File: config.mk
export PLATFORM = sky130hd
export DESIGN_NAME = uart_rx_flat
export DESIGN_NICKNAME = d
export VERILOG_FILES = /design/src/rtl/uart_rx_if.sv /design/src/rtl/uart_rx.sv /design/src/flat_wrapper.sv
export SDC_FILE = /design/constraint.sdc
export NUM_CORES = 1
export LEC_CHECK = 0
export ABC_AREA = 1
export CAP_MARGIN = 25
export CORE_UTILIZATION = 29
export CTS_CLUSTER_SIZE = 24
export DETAILED_ROUTE_END_ITERATION = 12
export DONT_BUFFER_PORTS = 1
export PLACE_DENSITY = 0.43
export SYNTH_ARGS = -nofsm -noshare
export SYNTH_HDL_FRONTEND = slang
export SYNTH_SLANG_ARGS = --single-unit
File: constraint.sdc
create_clock -name rx_clk -period 2 [get_ports rx_clk]
set_input_delay 0.3 -clock rx_clk [delete_from_list [all_inputs] [get_ports rx_clk]]
set_output_delay 0.3 -clock rx_clk [all_outputs]
set_load 0.1 [all_outputs]
File: src/rtl/uart_rx_if.sv
// rtl/uart_rx_if.sv - Receive-side signal bundle for the UART receiver
//
// Purpose: groups the serial line, enable and received-byte handshake of
// uart_rx so the receiver and its consumer share one connection.
// Signals:
//   rx_en   enable; low holds the receiver idle
//   rx_in   asynchronous serial line, idles high
//   rx_out  last received byte
//   rx_done one-cycle pulse when a frame completes
//   rx_busy frame in progress
//   rx_err  stop bit sampled low; pulses with rx_done
// Modports: slave = the receiver, master = the driver/consumer side.

interface uart_rx_if;
  logic       rx_en;
  logic       rx_in;
  logic [7:0] rx_out;
  logic       rx_done;
  logic       rx_busy;
  logic       rx_err;

  modport slave (
    input  rx_en,
    input  rx_in,
    output rx_out,
    output rx_done,
    output rx_busy,
    output rx_err
  );

  modport master (
    output rx_en,
    output rx_in,
    input  rx_out,
    input  rx_done,
    input  rx_busy,
    input  rx_err
  );
endinterface

File: src/rtl/uart_rx.sv
// rtl/uart_rx.sv - 8N1 UART receiver, 16 clocks per bit, LSB first
//
// Purpose: synchronizes the serial line, detects a start bit, samples eight
// data bits and the stop bit mid-bit, and presents each byte with a
// one-cycle done pulse. A low stop bit raises rx_err with rx_done and the
// receiver then waits for the line to return high before looking for the
// next start bit.
// Ports:
//   rx_clk    clock, rising edge
//   rx_rst_n  asynchronous active-low reset
//   bus       uart_rx_if.slave (rx_en, rx_in, rx_out, rx_done, rx_busy, rx_err)
// Parameters: CLOCK_RATE, BAUD_RATE are informational only.
// Build option: UART_RX_MAJORITY_EN makes every sample the 2-of-3 majority
//   of the synchronized line over the decision clock and the two before it.

module uart_rx #(
  parameter int CLOCK_RATE = 10,
  parameter int BAUD_RATE  = 9600
) (
  input logic      rx_clk,
  input logic      rx_rst_n,
  uart_rx_if.slave bus
);

  if (CLOCK_RATE < 1 || BAUD_RATE < 1) begin : g_bad_cfg
    $error("uart_rx: CLOCK_RATE and BAUD_RATE must be positive");
  end

  typedef enum logic [2:0] {
    IDLE      = 3'b001,
    START_BIT = 3'b010,
    DATA_BIT  = 3'b011,
    STOP_BIT  = 3'b100,
    CLEANUP   = 3'b101
  } state_t;

  state_t     state, state_nxt;
  logic [3:0] clk_cnt, clk_cnt_nxt;
  logic [2:0] bit_idx, bit_idx_nxt;
  logic [7:0] shift_q, shift_nxt;
  logic [7:0] out_q, out_nxt;
  logic       done_q, done_nxt;
  logic       busy_q, busy_nxt;
  logic       err_q, err_nxt;
  logic       sync1, rx_s;
  logic       sample;

`ifdef UART_RX_MAJORITY_EN
  // rx_s delayed by one and two clocks: at a decision point these hold the
  // values from clockCount-1 and clockCount-2 without tracking the count.
  logic hist1, hist2;
  assign sample = (rx_s & hist1) | (rx_s & hist2) | (hist1 & hist2);
`else
  assign sample = rx_s;
`endif

  always_comb begin
    state_nxt   = state;
    clk_cnt_nxt = clk_cnt;
    bit_idx_nxt = bit_idx;
    shift_nxt   = shift_q;
    out_nxt     = out_q;
    done_nxt    = 1'b0;
    err_nxt     = 1'b0;
    busy_nxt    = busy_q;

    if (!bus.rx_en) begin
      state_nxt   = IDLE;
      clk_cnt_nxt = 4'd0;
      bit_idx_nxt = 3'd0;
      busy_nxt    = 1'b0;
    end else begin
      case (state)
        IDLE: begin
          clk_cnt_nxt = 4'd0;
          bit_idx_nxt = 3'd0;
          if (!rx_s) begin
            state_nxt = START_BIT;
            busy_nxt  = 1'b1;
          end
        end

        START_BIT: begin
          if (clk_cnt == 4'd7) begin
            clk_cnt_nxt = 4'd0;
            if (sample) begin
              // Line went back high before mid-bit: not a real start bit.
              state_nxt = IDLE;
              busy_nxt  = 1'b0;
            end else begin
              state_nxt = DATA_BIT;
            end
          end else begin
            clk_cnt_nxt = clk_cnt + 4'd1;
          end
        end

        DATA_BIT: begin
          // clockCount wraps 15 -> 0 on its own, which restarts the bit.
          clk_cnt_nxt = clk_cnt + 4'd1;
          if (clk_cnt == 4'd15) begin
            shift_nxt[bit_idx] = sample;
            bit_idx_nxt        = bit_idx + 3'd1;
            if (bit_idx == 3'd7) state_nxt = STOP_BIT;
          end
        end

        STOP_BIT: begin
          clk_cnt_nxt = clk_cnt + 4'd1;
          if (clk_cnt == 4'd15) begin
            out_nxt   = shift_q;
            done_nxt  = 1'b1;
            err_nxt   = ~sample;
            busy_nxt  = 1'b0;
            state_nxt = sample ? IDLE : CLEANUP;
          end
        end

        CLEANUP: begin
          // A low stop bit means the line may still be held low (break);
          // wait for it to go high so the low level is not read as a start.
          clk_cnt_nxt = 4'd0;
          if (rx_s) state_nxt = IDLE;
        end

        default: begin
          state_nxt   = IDLE;
          clk_cnt_nxt = 4'd0;
          bit_idx_nxt = 3'd0;
          busy_nxt    = 1'b0;
        end
      endcase
    end
  end

  always_ff @(posedge rx_clk or negedge rx_rst_n) begin
    if (!rx_rst_n) begin
      sync1   <= 1'b1;
      rx_s    <= 1'b1;
      state   <= IDLE;
      clk_cnt <= 4'd0;
      bit_idx <= 3'd0;
      shift_q <= 8'h00;
      out_q   <= 8'h00;
      done_q  <= 1'b0;
      busy_q  <= 1'b0;
      err_q   <= 1'b0;
    end else begin
      sync1   <= bus.rx_in;
      rx_s    <= sync1;
      state   <= state_nxt;
      clk_cnt <= clk_cnt_nxt;
      bit_idx <= bit_idx_nxt;
      shift_q <= shift_nxt;
      out_q   <= out_nxt;
      done_q  <= done_nxt;
      busy_q  <= busy_nxt;
      err_q   <= err_nxt;
    end
  end

`ifdef UART_RX_MAJORITY_EN
  always_ff @(posedge rx_clk or negedge rx_rst_n) begin
    if (!rx_rst_n) begin
      hist1 <= 1'b1;
      hist2 <= 1'b1;
    end else begin
      hist1 <= rx_s;
      hist2 <= hist1;
    end
  end
`endif

  assign bus.rx_out  = out_q;
  assign bus.rx_done = done_q;
  assign bus.rx_busy = busy_q;
  assign bus.rx_err  = err_q;

endmodule

File: src/flat_wrapper.sv
// flat-port wrapper written by rule: the top's interface ports become plain ports
module uart_rx_flat 
#(
  parameter int CLOCK_RATE = 10,
  parameter int BAUD_RATE  = 9600
)
  (rx_clk, rx_rst_n, bus_rx_en, bus_rx_in, bus_rx_out, bus_rx_done, bus_rx_busy, bus_rx_err);
  uart_rx_if bus_i ();
  input logic rx_clk;
  input logic rx_rst_n;
  input wire logic [$bits(bus_i.rx_en)-1:0] bus_rx_en;
  input wire logic [$bits(bus_i.rx_in)-1:0] bus_rx_in;
  output wire logic [$bits(bus_i.rx_out)-1:0] bus_rx_out;
  output wire logic [$bits(bus_i.rx_done)-1:0] bus_rx_done;
  output wire logic [$bits(bus_i.rx_busy)-1:0] bus_rx_busy;
  output wire logic [$bits(bus_i.rx_err)-1:0] bus_rx_err;
  assign bus_i.rx_en = bus_rx_en;
  assign bus_i.rx_in = bus_rx_in;
  assign bus_rx_out = bus_i.rx_out;
  assign bus_rx_done = bus_i.rx_done;
  assign bus_rx_busy = bus_i.rx_busy;
  assign bus_rx_err = bus_i.rx_err;
  uart_rx #(.CLOCK_RATE(CLOCK_RATE), .BAUD_RATE(BAUD_RATE)) u_core (.rx_clk(rx_clk), .rx_rst_n(rx_rst_n), .bus(bus_i));
endmodule
==> results.md <==
- Startpoint types: register
- Pins Over Slew Limit: 0
- Total grt overflow: 0
- Post-synth cell types: 25
- Final period util: 0.779
- Async set or reset register ratio after synthesis: 1.00
- Final Hold Vio Count: 0
- Share of layout cells above drive strength 1: 0.195
- Status: finished, final reports clean
- Die W: 74.3 microns
- Vias: 1177
- Critical R2R Capture: u_core.state[2]
- Worst Slack Setup Final: 0.442 ns
- Setup bufs post-CTS: 0
- Synthesized area: 1510 sq um
- Vias in the first global route: 1051
- Synth top area share: 0.463
- Top Ports: 15
- Hold EP: u_core.sync1
- Post-Syn Nets: 184
- Main synth FF type: dfrtp_1
- CP Class: register to register
- Maximum clock rate: 642 MHz
- Row count: 25
- Top-count cell post-synth: nand2_1
- Worst-path clk slew: 0.07 ns
- Setup slack, reg-to-reg: 0.44 ns
- Initial antenna violation count: 0
- RSZ-0062 raised after global routing: false
- Die H: 74.3 microns
- Initial core utilization: 0.310
- Minimum clock period: 1.56 ns
- Pwr Total: 1.73 mW
- Max Cap Viol: 0
- PwrDens: 961 nW/um^2
- Crit end category: register
- Setup TNS Final: 0 ns
- Hold Path Class: input port to register
- Max IR drop VDD: 298 uV
- Hpwl dp: 2090 microns
- Fin cells: 262
- Syn. warnings: 0
- Largest net degree at the start of global routing: 32
- Core ar.: 4880 sq um
- Global Route Usage Sum: 0.122
- Placed Area: 1650 sq um
- Die Area: 5510 sq um
- Hold Path Depth: 0
- Most frequent cell on the critical path: nand2_1
- #FFs+latches synth: 31
- Commonest cells in the netlist: 50 x nand2_1, 28 x dfrtp_1, 18 x nor2_1
- DRC violations left: 0
- Clock Skews: 0.00833 ns
- Avg Inst Size Synth: 8.55 sq um
- Crit-path cells: ha_1, nand3_4, inv_1, nor2_2, nor2_4, nand2_2, nand2_1, nand2_1
- Clock tree from TritonCTS: done
- Place WS: 0.435 ns
- Worst hold margin: 0.0202 ns
- CTS Buf Count: 5
- Post-CTS Resized: 0
- Area delta synth->final: 18.9%
- Post-synth EDFFs: 0
- Clk_lat worst skew: 0.28 ns
- Placer Congestion: 0.820
- Post-route cell area: 1800 sq um
- Worst Reg2Reg Path Length in Cells: 8
- Clock tree buffer depth: 2
- Crit-path slowest cell: dfrtp_1
- CTS sink count: 31
- Finished Core Util: 0.369
- Startpoint of the worst hold path: bus_rx_in
- CP arrival: 1.73 ns
- Largest cells by area after synthesis: dfrtp_1 46%, nand2_1 12%, dfstp_2 5.2%
- Sequential fraction of the synthesis area: 0.515
- Largest area contributor in the netlist: dfrtp_1
- Via-per-instance ratio: 4.49
- Crit-path max FO: 14
- Leakage power: 0.897 nW
- CP peak stage delay: 0.37 ns
- H-tree Lvls: 2
- Final wirelength: 2950 microns
- CTS hold repair buffers: 2
- Worst Path Required: 2.17 ns
- WL/cell: 11.3 microns
- Ant. Diodes: 0
- Initial DRC Count: 93
- DRT Pass-1 Iters: 4
- Worst-Margin Slew: 0.350 ns
- First-pass GRT wire length: 5030 microns
- Max_slew headroom: 0.767
- PortBufs: 0
- Worst reg2reg startpoint: u_core.clk_cnt[0]
- Placed insts: 252
- Detail Route Antenna Nets: 0
- Clk root buf: clkbuf_8
- Gate Count Post-Synth: 177
- # setup viols final: 0
- Final net count: 201
-- critical path, delay by kind of cell, from the launching register on --
kind / cells / cell delay (ns)
buffers and inverters: 1 / 0.19
and+or+nand+nor: 6 / 0.64
DFF: 1 / 0.37
adders and majority gates: 1 / 0.27
-- registers in the layout, summed over array words and instances, names as in the netlist --
name,count
u_core.bus.rx_out,8
u_core.shift_q,8
u_core.clk_cnt,4
u_core.bit_idx,3
u_core.state,3
u_core.bus.rx_busy,1
u_core.bus.rx_done,1
u_core.bus.rx_err,1
u_core.rx_s,1
u_core.sync1,1
-- logic make-up after synthesis --
kind of cell    after synthesis  share of synthesized area
buf+inv                      17                     0.0529
compound gates               26                     0.0901
xor+xnor                      1                    0.00579
simple gates                 99                      0.312
fa+ha+maj                     3                     0.0248
flops                        31                      0.515
-- where the power goes --
part,internal (mW),switching (mW)
Combinational,0.108,0.242
Sequential,0.675,0.0611
Clock,0.403,0.240
Total,1.19,0.543
-- worst max path at each step --
| stage | start | to | slack [ns] | cells after the start |
|---|---|---|---|---|
| final | u_core.clk_cnt[0] | u_core.state[2] | 0.44 | 8 |
| after global placement | u_core.clk_cnt[0] | u_core.state[2] | 0.48 | 8 |
| after global routing | u_core.clk_cnt[0] | u_core.state[2] | 0.29 | 8 |
| after detailed placement | u_core.clk_cnt[0] | u_core.state[2] | 0.43 | 8 |
| after floorplan | u_core.bit_idx[0] | u_core.state[1] | 0.67 | 9 |
| after CTS | u_core.clk_cnt[0] | u_core.state[2] | 0.42 | 8 |
-- placed cells by master, fill, tap and decap left out, types with 2 or more instances in the layout --
cell type | Yosys | layout
nand2_1 | 50 | 50
dfrtp_1 | 28 | 28
nor2_1 | 18 | 18
o21ai_0 | 14 | 14
nand3_1 | 14 | 14
inv_1 | 12 | 12
buf_4 | 0 | 11
o21ai_1 | 9 | 9
clkbuf_8 | 0 | 6
nor2_4 | 4 | 4
nor2_2 | 3 | 3
nand2_2 | 3 | 3
ha_1 | 3 | 3
dfstp_2 | 3 | 3
inv_2 | 2 | 2
nor3_1 | 2 | 2
-- metal layers --
| metal | up-vias | routed length [microns] | global-route usage |
|---|---|---|---|
| li1 | 607 | - | - |
| met1 | 543 | 1550 | 0.166 |
| met2 | 22 | 1250 | 0.182 |
| met3 | 5 | 109 | 0.0366 |
| met4 | 0 | 39 | 0.0503 |
| met5 | - | 0 | 0 |
-- final cells by class --
class	count	area, sq um
Clock buffer	6	82.6
Sequential cell	31	779
Inverter	14	52.6
Clock inverter	2	35.0
Multi-Input combinational cell	129	654
Fill cell	534	3080
Timing Repair Buffer	13	113
Tap cell	67	83.8
Note: power is estimated with default switching activity, not from simulation.
==> variant: new RTL, same settings <==
The option `UART_RX_MAJORITY_EN` is turned on by a define.
--- a/src/rtl/uart_rx.sv
+++ b/src/rtl/uart_rx.sv
@@ -12,6 +12,8 @@
 // Parameters: CLOCK_RATE, BAUD_RATE are informational only.
 // Build option: UART_RX_MAJORITY_EN makes every sample the 2-of-3 majority
 //   of the synchronized line over the decision clock and the two before it.
+
+`define UART_RX_MAJORITY_EN
 
 module uart_rx #(
   parameter int CLOCK_RATE = 10,
Behaviour: same outputs for any inputs over 10 cycles, from zero or initial values and one cycle with rx_rst_n low; that may be too few to reach the edited logic, so the function may still have changed.
==> variant against the unedited design <==
Cell area is 1.6% higher; routed wire length is 0.91% higher; setup slack better by 0.058 ns; total power is 4.4% lower; sequential share of layout area is 2.2 points higher; synthesized area is 2.0% higher; sequential cell count is 2 higher; highest routed layer unchanged.
==> variant: results <==
set metrics [dict create \
    instances_no_fill 268 \
    status "complete, no violations" \
    ir_drop_v 0.000319 \
    p_leak_nw 0.965 \
    fin_nets 204 \
    wl_met1_microns 1490 \
    synth.area.top_cells "dfrtp_1 (45%), nand2_1 (15%), dfstp_2 (8.5%), nand3_1 (5.8%), nor2_1 (3.9%)" \
    drt_wl_total_microns 2980 \
    place_ws_ns 0.496 \
    hpwlAfterDp_microns 2100 \
    crit_fanout 5 \
    whs_path_depth 2 \
    firstDrtPassIters 5 \
    synth_common_cells "nand2_1 (62), dfrtp_1 (28), nand3_1 (18), nor2_1 (16), inv_1 (12)" \
    use_met2 0.181 \
    sw_frac_of_total 0.345 \
    wl_met2_microns 1340 \
    wl_met3_microns 100 \
    grt_util_all_layers 0.122 \
    drive_above_1_share 0.212 \
    gr-usage-met1 0.161 \
    grt_max_degree 34 \
    post-place-cells 257 \
    routabilityCongestion 0.797 \
    p_comb_uw 377 \
    ys_ff_latch 33 \
    worstPathArrival_ns 1.68 \
]
==> variant: cell count changes after synthesis, moves of 2 or more <==
cell     unedited run  this run
nand2_1            50        62
o21ai_0            14         2
nand3_1            14        18
dfstp_2             3         5
nand2_4             0         2
nor2_1             18        16
nor3_1              2         0
==> variant: worst max-delay path, cell delays in order (launching register included) <==
cell,delay (ns)
dfrtp_1,0.38
ha_1,0.24
nand3_2,0.17
nand3_1,0.14
nand2_1,0.07
nor2_2,0.19
nand2_2,0.09
nand2_1,0.06
nand2_1,0.05
==> variant: worst paths after layout <==
kind	start	to	slack [ns]
min in group asynchronous	rx_rst_n	u_core.bus.rx_out[2]	0.45
min	bus_rx_en	u_core.clk_cnt[2]	0.21
min reg2reg	u_core.sync1	u_core.rx_s	0.36
max in group asynchronous	rx_rst_n	u_core.state[0]	1.30
max reg2reg	u_core.clk_cnt[0]	u_core.state[2]	0.50
max	u_core.clk_cnt[0]	u_core.state[2]	0.50
==> variant: cells by family after synthesis <==
family,count (synthesis),share of synthesized area
xor gates and xnor gates,2,0.0113
adders and majority gates,3,0.0243
buffers and inverters,17,0.0502
DFF,33,0.539
and+or+nand+nor,110,0.334
AOI/OAI and AO/OA,12,0.0413
==> variant: area by class of cell <==
type | count | area (sq um)
sequential | 33 | 832
timing repair buffer | 14 | 123
inverter | 16 | 66.3
fill | 528 | 3280
tap | 70 | 87.6
clock buffer | 5 | 68.8
multi-input combinational | 127 | 634
clock inverter | 3 | 17.5
==> variant: what timing repair did <==
action                                  4_1_cts  5_1_grt
gates resized for setup                       0        0
endpoints found under the setup margin        0        0
buffers inserted                              0        0
endpoints found under the hold margin        34        0
hold buffers                                  3        0
